--- config.mk ---
export PLATFORM = sky130hd
export DESIGN_NAME = x_ring_buffer
export DESIGN_NICKNAME = d
export VERILOG_FILES = /design/src/rtl/x_ring_buffer.sv
export SDC_FILE = /design/constraint.sdc
export NUM_CORES = 1
export LEC_CHECK = 0
export ABC_AREA = 1
export BUFFER_PORTS_ARGS = -buffer_cell sky130_fd_sc_hd__buf_2
export CORE_AREA = 2 2 199 201
export DETAILED_ROUTE_END_ITERATION = 7
export DIE_AREA = 0 0 201 203
export PLACE_DENSITY = 0.82
export SLEW_MARGIN = 10
export SYNTH_ARGS = -nofsm -noshare
export SYNTH_HDL_FRONTEND = slang
export SYNTH_SLANG_ARGS = --single-unit
export TNS_END_PERCENT = 100
--- constraint.sdc ---
create_clock -name clk -period 2.9 [get_ports clk]
set_input_delay 0.145 -clock clk [delete_from_list [all_inputs] [get_ports clk]]
set_output_delay 0.145 -clock clk [all_outputs]
set_load 0.01 [all_outputs]
--- src/rtl/x_ring_buffer.sv ---
// Multi-channel operand buffer: round-robin serial load into CH circular word
// registers, then lockstep rotation with position tracking, wrap pulse and rewind.
module x_ring_buffer #(
  parameter int DW    = 8,
  parameter int CH    = 4,
  parameter int DEPTH = 8
) (
  input  logic                     clk,
  input  logic                     rst,
  input  logic                     clr,
  input  logic                     load_en,
  input  logic                     in_valid,
  input  logic [DW-1:0]            in_data,
  output logic                     in_ready,
  input  logic                     shift,
  input  logic                     rewind,
  output logic [CH*DW-1:0]         out_data,
  output logic [$clog2(DEPTH)-1:0] pos,
  output logic                     load_done,
  output logic                     wrap
);

  localparam int PW = $clog2(DEPTH);
  localparam int CW = $clog2(CH*DEPTH) + 1;
  localparam int LW = DEPTH * DW;
  localparam logic [CW-1:0] CNT_LAST = CW'(CH*DEPTH - 1);
  localparam logic [PW-1:0] POS_LAST = PW'(DEPTH - 1);

  typedef enum logic {LOAD = 1'b0, RUN = 1'b1} state_e;

  state_e        state_q, state_d;
  logic [LW-1:0] chan_q [CH];
  logic [LW-1:0] chan_d [CH];
  logic [CW-1:0] cnt_q, cnt_d;
  logic [PW-1:0] pos_q, pos_d;
  logic          wrap_q, wrap_d;
  logic          accept;
  logic          do_rewind;
  logic          do_shift;
  logic [PW-1:0] rew_amt;
  int            sel;

  // Rotate a channel left by k words; the head (MSB word) wraps into the LSB.
  function automatic logic [LW-1:0] rotl(input logic [LW-1:0] v, input logic [PW-1:0] k);
    logic [LW-1:0] r;
    int            src;
    r = '0;
    for (int i = 0; i < DEPTH; i++) begin
      src = (i + DEPTH - int'(k)) % DEPTH;
      r[i*DW +: DW] = v[src*DW +: DW];
    end
    return r;
  endfunction

  assign accept    = in_valid & in_ready;
  assign do_rewind = (state_q == RUN) & rewind;
  assign do_shift  = (state_q == RUN) & shift & ~rewind;
  // DEPTH is a power of two, so (DEPTH - pos) mod DEPTH is simply -pos.
  assign rew_amt   = PW'(0) - pos_q;
  assign sel       = int'(cnt_q) % CH;

  always_ff @(posedge clk or negedge rst) begin
    if (!rst) state_q <= LOAD;
    else      state_q <= state_d;
  end

  always_comb begin
    state_d = state_q;
    if (clr)                              state_d = LOAD;
    else if (accept && cnt_q == CNT_LAST) state_d = RUN;
  end

  always_comb begin
    in_ready  = 1'b0;
    load_done = 1'b0;
    case (state_q)
      LOAD:    in_ready  = load_en;
      RUN:     load_done = 1'b1;
      default: ;
    endcase
  end

  always_comb begin
    cnt_d  = cnt_q;
    pos_d  = pos_q;
    wrap_d = 1'b0;
    for (int c = 0; c < CH; c++) chan_d[c] = chan_q[c];
    if (clr) begin
      cnt_d = '0;
      pos_d = '0;
      for (int c = 0; c < CH; c++) chan_d[c] = '0;
    end else if (accept) begin
      for (int c = 0; c < CH; c++) begin
        if (c == sel) chan_d[c] = {chan_q[c][LW-DW-1:0], in_data};
      end
      cnt_d = cnt_q + CW'(1);
    end else if (do_rewind) begin
      for (int c = 0; c < CH; c++) chan_d[c] = rotl(chan_q[c], rew_amt);
      pos_d = '0;
    end else if (do_shift) begin
      for (int c = 0; c < CH; c++) chan_d[c] = rotl(chan_q[c], PW'(1));
      pos_d  = pos_q + PW'(1);
      wrap_d = (pos_q == POS_LAST);
    end
  end

  always_ff @(posedge clk or negedge rst) begin
    if (!rst) begin
      for (int c = 0; c < CH; c++) chan_q[c] <= '0;
      cnt_q  <= '0;
      pos_q  <= '0;
      wrap_q <= 1'b0;
    end else begin
      for (int c = 0; c < CH; c++) chan_q[c] <= chan_d[c];
      cnt_q  <= cnt_d;
      pos_q  <= pos_d;
      wrap_q <= wrap_d;
    end
  end

  always_comb begin
    out_data = '0;
    for (int c = 0; c < CH; c++) out_data[c*DW +: DW] = chan_q[c][LW-DW +: DW];
  end

  assign pos  = pos_q;
  assign wrap = wrap_q;

endmodule

# ---- Yosys cells after proc, flatten, opt, wreduce, memory -nomap -nowiden
# Index checks and enable logic that the tools add are counted.
dict set report op_classes {
  n_bitwise 13
  mux 22
  eq_ne 10
  shift 32
  n_addsub 11
  n_reduce_logical 19
}
# operator n
set op_table {}
lappend op_table {{$shiftx 64x7->8} 32}
lappend op_table {{$mux 256} 4}
lappend op_table {{$mux 64} 4}
lappend op_table {{$sub 4x3->5 const A} 8}
lappend op_table {{$logic_not 32->1} 1}
lappend op_table {{$reduce_or 3->1} 8}
lappend op_table {{$and 1x1->1} 12}
lappend op_table {{$mux 3} 4}
lappend op_table {{$mux 6} 2}
lappend op_table {{$ne 3x2->1 const B} 4}
lappend op_table {{$reduce_and 2->1} 5}
lappend op_table {{$mux 1} 8}
lappend op_table {{$add 6x1->6 const B} 1}
lappend op_table {{$eq 6x5->1 const B} 1}
lappend op_table {{$eq 2x2->1 const A} 2}
lappend op_table {{$reduce_bool 2->1} 2}
lappend op_table {{$reduce_bool 4->1} 1}
lappend op_table {{$add 3x1->3 const B} 1}
lappend op_table {{$eq 3x3->1 const B} 1}
lappend op_table {{$reduce_bool 3->1} 1}
lappend op_table {{$sub 1x3->3 const A} 1}
lappend op_table {{$eq 1x2->1 const A} 1}
lappend op_table {{$ne 2x2->1 const B} 1}
lappend op_table {{$logic_and 1x1->1} 1}
lappend op_table {{$not 1->1} 1}
dict set report word_totals {
  wordCells 115
  ff_bits 267
}

# ---- Depth between registers and ports, before layout
dict set report depth {
  word_depth 8
  depth_mapped 18
  mapped_depth_nobuf 12
}

# ---- Least setup slack after synthesis
# Ideal clock, no wire load.
dict set report synth_timing {
  path_type {register to register}
  startpoint {reg pos_q[0], in the netlist pos[0]}
  endpoint {reg chan_q[25] (netlist name)}
  stages_incl_launch_ff 17
  path_buffers 6
  setup_ps 116
  t_arrival_ps 2389
  synth_period_minus_slack_ps 2505
  slack_ps 395
  path_cell_list {dfrtp_1 -> buf_4 -> inv_2 -> buf_2 -> buf_2 -> ha_1 -> buf_2 -> inv_1 -> buf_2 -> clkbuf_1 -> nand3_1 -> nand3_1 -> nand2_1 -> nand2_1 -> nand2_1 -> nand2_1 -> nand2_1}
}
dict set report synth_via {
  elab_chain_len 8
}
# element line
set synth_rtl {}
lappend synth_rtl {{start, declared} 35} ;# logic [PW-1:0] pos_q, pos_d;
lappend synth_rtl {{start signal, assigned} 116} ;# pos_q <= pos_d;
lappend synth_rtl {{$sub 1x3->3 (*)} 59} ;# assign rew_amt = PW'(0) - pos_q;
lappend synth_rtl {{$sub 4x3->5 (*)} 49} ;# src = (i + DEPTH - int'(k)) % DEPTH;
lappend synth_rtl {{$reduce_or 3->1 (no source line)} --}
lappend synth_rtl {{$and 1x1->1 (no source line)} --}
lappend synth_rtl {{$shiftx 64x7->8 (*)} 50} ;# r[i*DW +: DW] = v[src*DW +: DW];
lappend synth_rtl {{$mux 256 (*)} 97} ;# end else if (do_rewind) begin
lappend synth_rtl {{$mux 256 (*)} 92} ;# end else if (accept) begin
lappend synth_rtl {{$mux 256 (*)} 88} ;# if (clr) begin
lappend synth_rtl {{end, declared} 32} ;# logic [LW-1:0] chan_q [CH];
# Every way passes the cells marked *; elsewhere a longest branch is shown, timed or not.
# A chain may end at the register's enable or synchronous reset.

# ---- Worst setup path after layout
dict set report layout_timing {
  startpoint {reg pos_q[0], in the netlist pos[0]}
  endpoint {reg chan_q (netlist bit out_data[9])}
}
# Same word-level chain as after synthesis.

==> report_table.html <==
<table>
<tr><th>Metric</th><th>Value</th></tr>
<tr><th colspan="2">Cells and area</th></tr>
<tr><td>Commonest non-fill, non-tap cell in the layout</td><td>sky130_fd_sc_hd__nand2_1</td></tr>
<tr><td>Finished Core Util</td><td>0.676</td></tr>
<tr><td>Syn-to-layout area delta</td><td>4.92%</td></tr>
<tr><td>Fraction of final layout cells with drive strength greater than 1</td><td>0.0436</td></tr>
<tr><td>Net total in the final layout</td><td>4496</td></tr>
<tr><td>Diode count</td><td>0</td></tr>
<tr><td>Most used cells in the layout excluding fill and tap cells</td><td>2822 x sky130_fd_sc_hd__nand2_1, 740 x sky130_fd_sc_hd__nand3_1, 303 x sky130_fd_sc_hd__inv_1</td></tr>
<tr><th colspan="2">Pwr</th></tr>
<tr><td>Net Switching</td><td>0.00667 W</td></tr>
<tr><td>Switching part of the total power</td><td>0.439</td></tr>
<tr><td>Internal power summed over all cells</td><td>0.00854 W</td></tr>
<tr><td>Power per cell area</td><td>585 nW/µm²</td></tr>
<tr><td>Overall power of the completed layout</td><td>0.0152 W</td></tr>
<tr><td>Power share of the combinational group</td><td>0.441</td></tr>
<tr><td>Worst voltage drop across the vdd grid</td><td>0.646 mV</td></tr>
<tr><td>Clock network power share</td><td>0.299</td></tr>
<tr><td>Sequential group share of total power</td><td>0.260</td></tr>
<tr><td>Leakage power total</td><td>15.3 nW</td></tr>
<tr><th colspan="2">Hold path</th></tr>
<tr><td>Hold Crit Class</td><td>in -&gt; reg</td></tr>
<tr><td>Cell depth of the worst min-delay path</td><td>4</td></tr>
<tr><th colspan="2">Critical path</th></tr>
<tr><td>Worst Path Max Fanout</td><td>70</td></tr>
<tr><td>Kind of critical path</td><td>reg -&gt; reg</td></tr>
<tr><td>Depth of the worst register-to-register path</td><td>10</td></tr>
<tr><td>Worst setup SP type</td><td>register</td></tr>
<tr><td>Delay of the slowest critical-path stage</td><td>730 ps</td></tr>
<tr><td>Cell Chain, Critical Path</td><td>inv_8, ha_4, buf_4, nand3_1, nand3_1, nand2_1, nand2_1, nand2_1, nand2_1, nand2_1</td></tr>
<tr><td>Critical path required time</td><td>3340 ps</td></tr>
<tr><td>Cell mode on critical path</td><td>sky130_fd_sc_hd__nand2_1</td></tr>
<tr><td>Setup crit end kind</td><td>register</td></tr>
<tr><td>Signal arrival time at the worst endpoint</td><td>2930 ps</td></tr>
<tr><td>Family of cells with the greatest summed delay on the critical path</td><td>buffers and inverters</td></tr>
<tr><td>Library cell contributing the largest single delay on the critical path</td><td>sky130_fd_sc_hd__buf_4</td></tr>
<tr><td>Critical path depth</td><td>10</td></tr>
<tr><td>Buf+Inv Stages, Crit Path</td><td>2</td></tr>
<tr><th colspan="2">Yosys</th></tr>
<tr><td>Number of flops mapped to enable cells by yosys</td><td>0</td></tr>
<tr><td>Syn. warnings</td><td>0</td></tr>
<tr><td>Number of instances in the synthesized netlist</td><td>4656</td></tr>
<tr><td>Syn_nets</td><td>4679</td></tr>
<tr><td>Per-instance average area after synthesis</td><td>5.32 µm²</td></tr>
<tr><td>Share of Yosys cell area claimed by the top area cell type</td><td>0.429</td></tr>
<tr><td>Cell taking the most area after synthesis</td><td>sky130_fd_sc_hd__nand2_1</td></tr>
<tr><td>Sequential share of the synthesized area</td><td>0.270</td></tr>
<tr><td>Share of flip-flops with an asynchronous set or reset after synthesis</td><td>1.00</td></tr>
<tr><td>Mapped cell area</td><td>24800 µm²</td></tr>
<tr><td>Netlist cell types</td><td>23</td></tr>
<tr><td>Synth top area cells</td><td>sky130_fd_sc_hd__nand2_1 43%, sky130_fd_sc_hd__dfrtp_1 27%, sky130_fd_sc_hd__nand3_1 15%</td></tr>
<tr><td>Main flop type after synthesis</td><td>sky130_fd_sc_hd__dfrtp_1</td></tr>
<tr><td>Yosys reg bits</td><td>267</td></tr>
<tr><th colspan="2">Die</th></tr>
<tr><td>Total die area</td><td>40800 µm²</td></tr>
<tr><td>Die width</td><td>201 µm</td></tr>
<tr><td>Number of top-level pins</td><td>53</td></tr>
<tr><td>Standard-cell rows</td><td>72</td></tr>
<tr><td>Area of the placeable core</td><td>38500 µm²</td></tr>
<tr><td>Initial standard-cell utilization of the core</td><td>0.644</td></tr>
<tr><td>Die height</td><td>203 µm</td></tr>
<tr><th colspan="2">Route</th></tr>
<tr><td>Initial drt markers</td><td>3295</td></tr>
<tr><td>Count of vias placed by the detailed router</td><td>28100</td></tr>
<tr><td>Average wire per cell in the routed design</td><td>14.8 µm</td></tr>
<tr><td>Post-detailed-route DRC marker count</td><td>0</td></tr>
<tr><td>Sum of routed wire length over all layers</td><td>74100 µm</td></tr>
<tr><td>First-pass iteration count of the detailed router</td><td>8</td></tr>
<tr><td>Number of vias per cell after detailed routing</td><td>5.59</td></tr>
<tr><td>Remaining antenna violation count after routing</td><td>0</td></tr>
<tr><th colspan="2">STA</th></tr>
<tr><td>Hold violation total from the final report</td><td>0</td></tr>
<tr><td>Crit share post-route</td><td>0.859</td></tr>
<tr><td>Unrepaired setup endpoints after global routing</td><td>no</td></tr>
<tr><td>Final period demand of the worst path</td><td>2490 ps</td></tr>
<tr><td>Setup violators final</td><td>0</td></tr>
<tr><td>Number of slew-limit violations in the final report</td><td>0</td></tr>
<tr><td>Tightest Pin Transition</td><td>1250 ps</td></tr>
<tr><td>Worst Skew</td><td>17.1 ps</td></tr>
<tr><td>Total negative slack</td><td>0 ps</td></tr>
<tr><td>Relative max-transition margin</td><td>0.166</td></tr>
<tr><td>Highest achievable clock rate</td><td>401 MHz</td></tr>
<tr><th colspan="2">Placement</th></tr>
<tr><td>Final weighted congestion in routability-driven placement</td><td>0.844</td></tr>
<tr><td>Number of buffers added on ports</td><td>52</td></tr>
<tr><td>DPL Wire Length</td><td>41200 µm</td></tr>
<tr><th colspan="2">Clock tree</th></tr>
<tr><td>Total of hold buffers inserted after clock tree synthesis</td><td>2</td></tr>
<tr><td>Maximum count of clock buffers along a single path</td><td>3</td></tr>
<tr><td>Later-pin clock latency in the skew report</td><td>560 ps</td></tr>
<tr><td>CTS-repair resized insts</td><td>0</td></tr>
<tr><td>Total clock buffers created by CTS</td><td>36</td></tr>
<tr><td>CTS tree</td><td>built</td></tr>
<tr><td>Buffer type at the clock tree root</td><td>sky130_fd_sc_hd__clkbuf_16</td></tr>
<tr><td>Count of H-tree levels built during CTS</td><td>2</td></tr>
<tr><td>CTS clock-pin slew for the worst setup and hold paths</td><td>60 ps</td></tr>
<tr><td>Number of sinks driven by the clock tree</td><td>267</td></tr>
<tr><td>Count of buffers added by post-CTS timing repair for setup</td><td>0</td></tr>
<tr><th colspan="2">Run status</th></tr>
<tr><td>Result of the run</td><td>completed</td></tr>
<tr><th colspan="2">Global routing</th></tr>
<tr><td>GRT overflow</td><td>0</td></tr>
<tr><td>Number of antenna violations at the first check in global routing</td><td>1</td></tr>
<tr><td>First-pass GRT wire length</td><td>125000 µm</td></tr>
<tr><td>Number of global-route vias before repair</td><td>25500</td></tr>
<tr><td>Largest net degree at the start of global routing</td><td>233</td></tr>
<tr><td>Global Route Usage Sum</td><td>0.363</td></tr>
<tr><th colspan="2">Run</th></tr>
<tr><td>Max-cap check violation count</td><td>0</td></tr>
</table>
==> sequential cells by signal, indices dropped and copies added, names as in the netlist <==
| signal | flops |
|---|---|
| wrap | 1 |
| state_q | 1 |
| chan_q | 224 |
| out_data | 32 |
| cnt_q | 6 |
| pos | 3 |
==> cell type report <==
type                       instances  area (µm²)
multi-input combinational       3749       15400
clock buffer                      57        1130
fill                            3785       12500
timing repair buffer             112         913
sequential                       267        6690
clock inverter                     7        67.6
tap                              518         648
inverter                         307        1170
==> worst paths after layout <==
check,to,slack (ps),startpoint
setup / recovery,out_data[9],410,pos[0]
hold / removal,wrap,60,rewind
setup reg to reg,out_data[9],410,pos[0]
hold reg to reg,chan_q[166],500,chan_q[166]
max in group asynchronous,chan_q[163],1950,rst
min in group asynchronous,chan_q[48],110,rst
==> metrics by stage <==
| stage | hold slack [ps] | setup WS, ps | area (µm²) | instances |
|---|---|---|---|---|
| 6_report | 57.5 | 409 | 26000 | 5017 |
| 3_3_place_gp | 125 | 542 | 24800 | 4951 |
| 4_1_cts | 39.4 | 485 | 26000 | 5017 |
| 5_1_grt | 83.4 | 255 | 26000 | 5017 |
| 3_5_place_dp | 128 | 509 | 24800 | 4951 |
| 2_1_floorplan | -151 | 395 | 24800 | 4656 |
==> cell usage after synthesis, types with 3 or more instances <==
library cell / n
sky130_fd_sc_hd__nor3_1: 5
sky130_fd_sc_hd__nand2_1: 2831
sky130_fd_sc_hd__inv_1: 305
sky130_fd_sc_hd__nand3_1: 740
sky130_fd_sc_hd__nor2_1: 38
sky130_fd_sc_hd__buf_4: 70
sky130_fd_sc_hd__buf_6: 3
sky130_fd_sc_hd__nand2_4: 4
sky130_fd_sc_hd__o21ai_0: 110
sky130_fd_sc_hd__buf_1: 19
sky130_fd_sc_hd__clkbuf_1: 142
sky130_fd_sc_hd__buf_2: 99
sky130_fd_sc_hd__ha_1: 8
sky130_fd_sc_hd__nor2_2: 6
sky130_fd_sc_hd__dfrtp_1: 267
==> routing by layer <==
metal / share of wire / vias up / global-route usage
met2: 0.45 / 1429 / 0.601
met5: 0 / - / 0
met4: 0.043 / 0 / 0.167
li1: - / 13900 / -
met3: 0.10 / 216 / 0.0536
met1: 0.41 / 12500 / 0.471
==> power groups by stage <==
stage          Combinational [W]  Sequential [W]  Clock, W
2_1_floorplan            0.00496         0.00398         0
3_3_place_gp             0.00645         0.00401         0
3_5_place_dp             0.00650         0.00401         0
4_1_cts                  0.00655         0.00395   0.00461
5_1_grt                  0.00751         0.00396   0.00475
6_report                 0.00671         0.00395   0.00455
==> cells by family after synthesis <==
logic type,count (synthesis),synth area share
xor+xnor,1,0.000353
simple gates,3628,0.590
flops,267,0.270
compound gates,112,0.0227
buf+inv,640,0.113
fa+ha+maj,8,0.00404
==> worst reg2reg max path: cells and delay by family (launching register included) <==
| kind | cells | cell delay [ps] |
|---|---|---|
| fa+ha+maj | 1 | 310 |
| simple gates | 7 | 770 |
| flops | 1 | 510 |
| buf+inv | 2 | 790 |
Note: power is estimated with default switching activity, not from simulation.
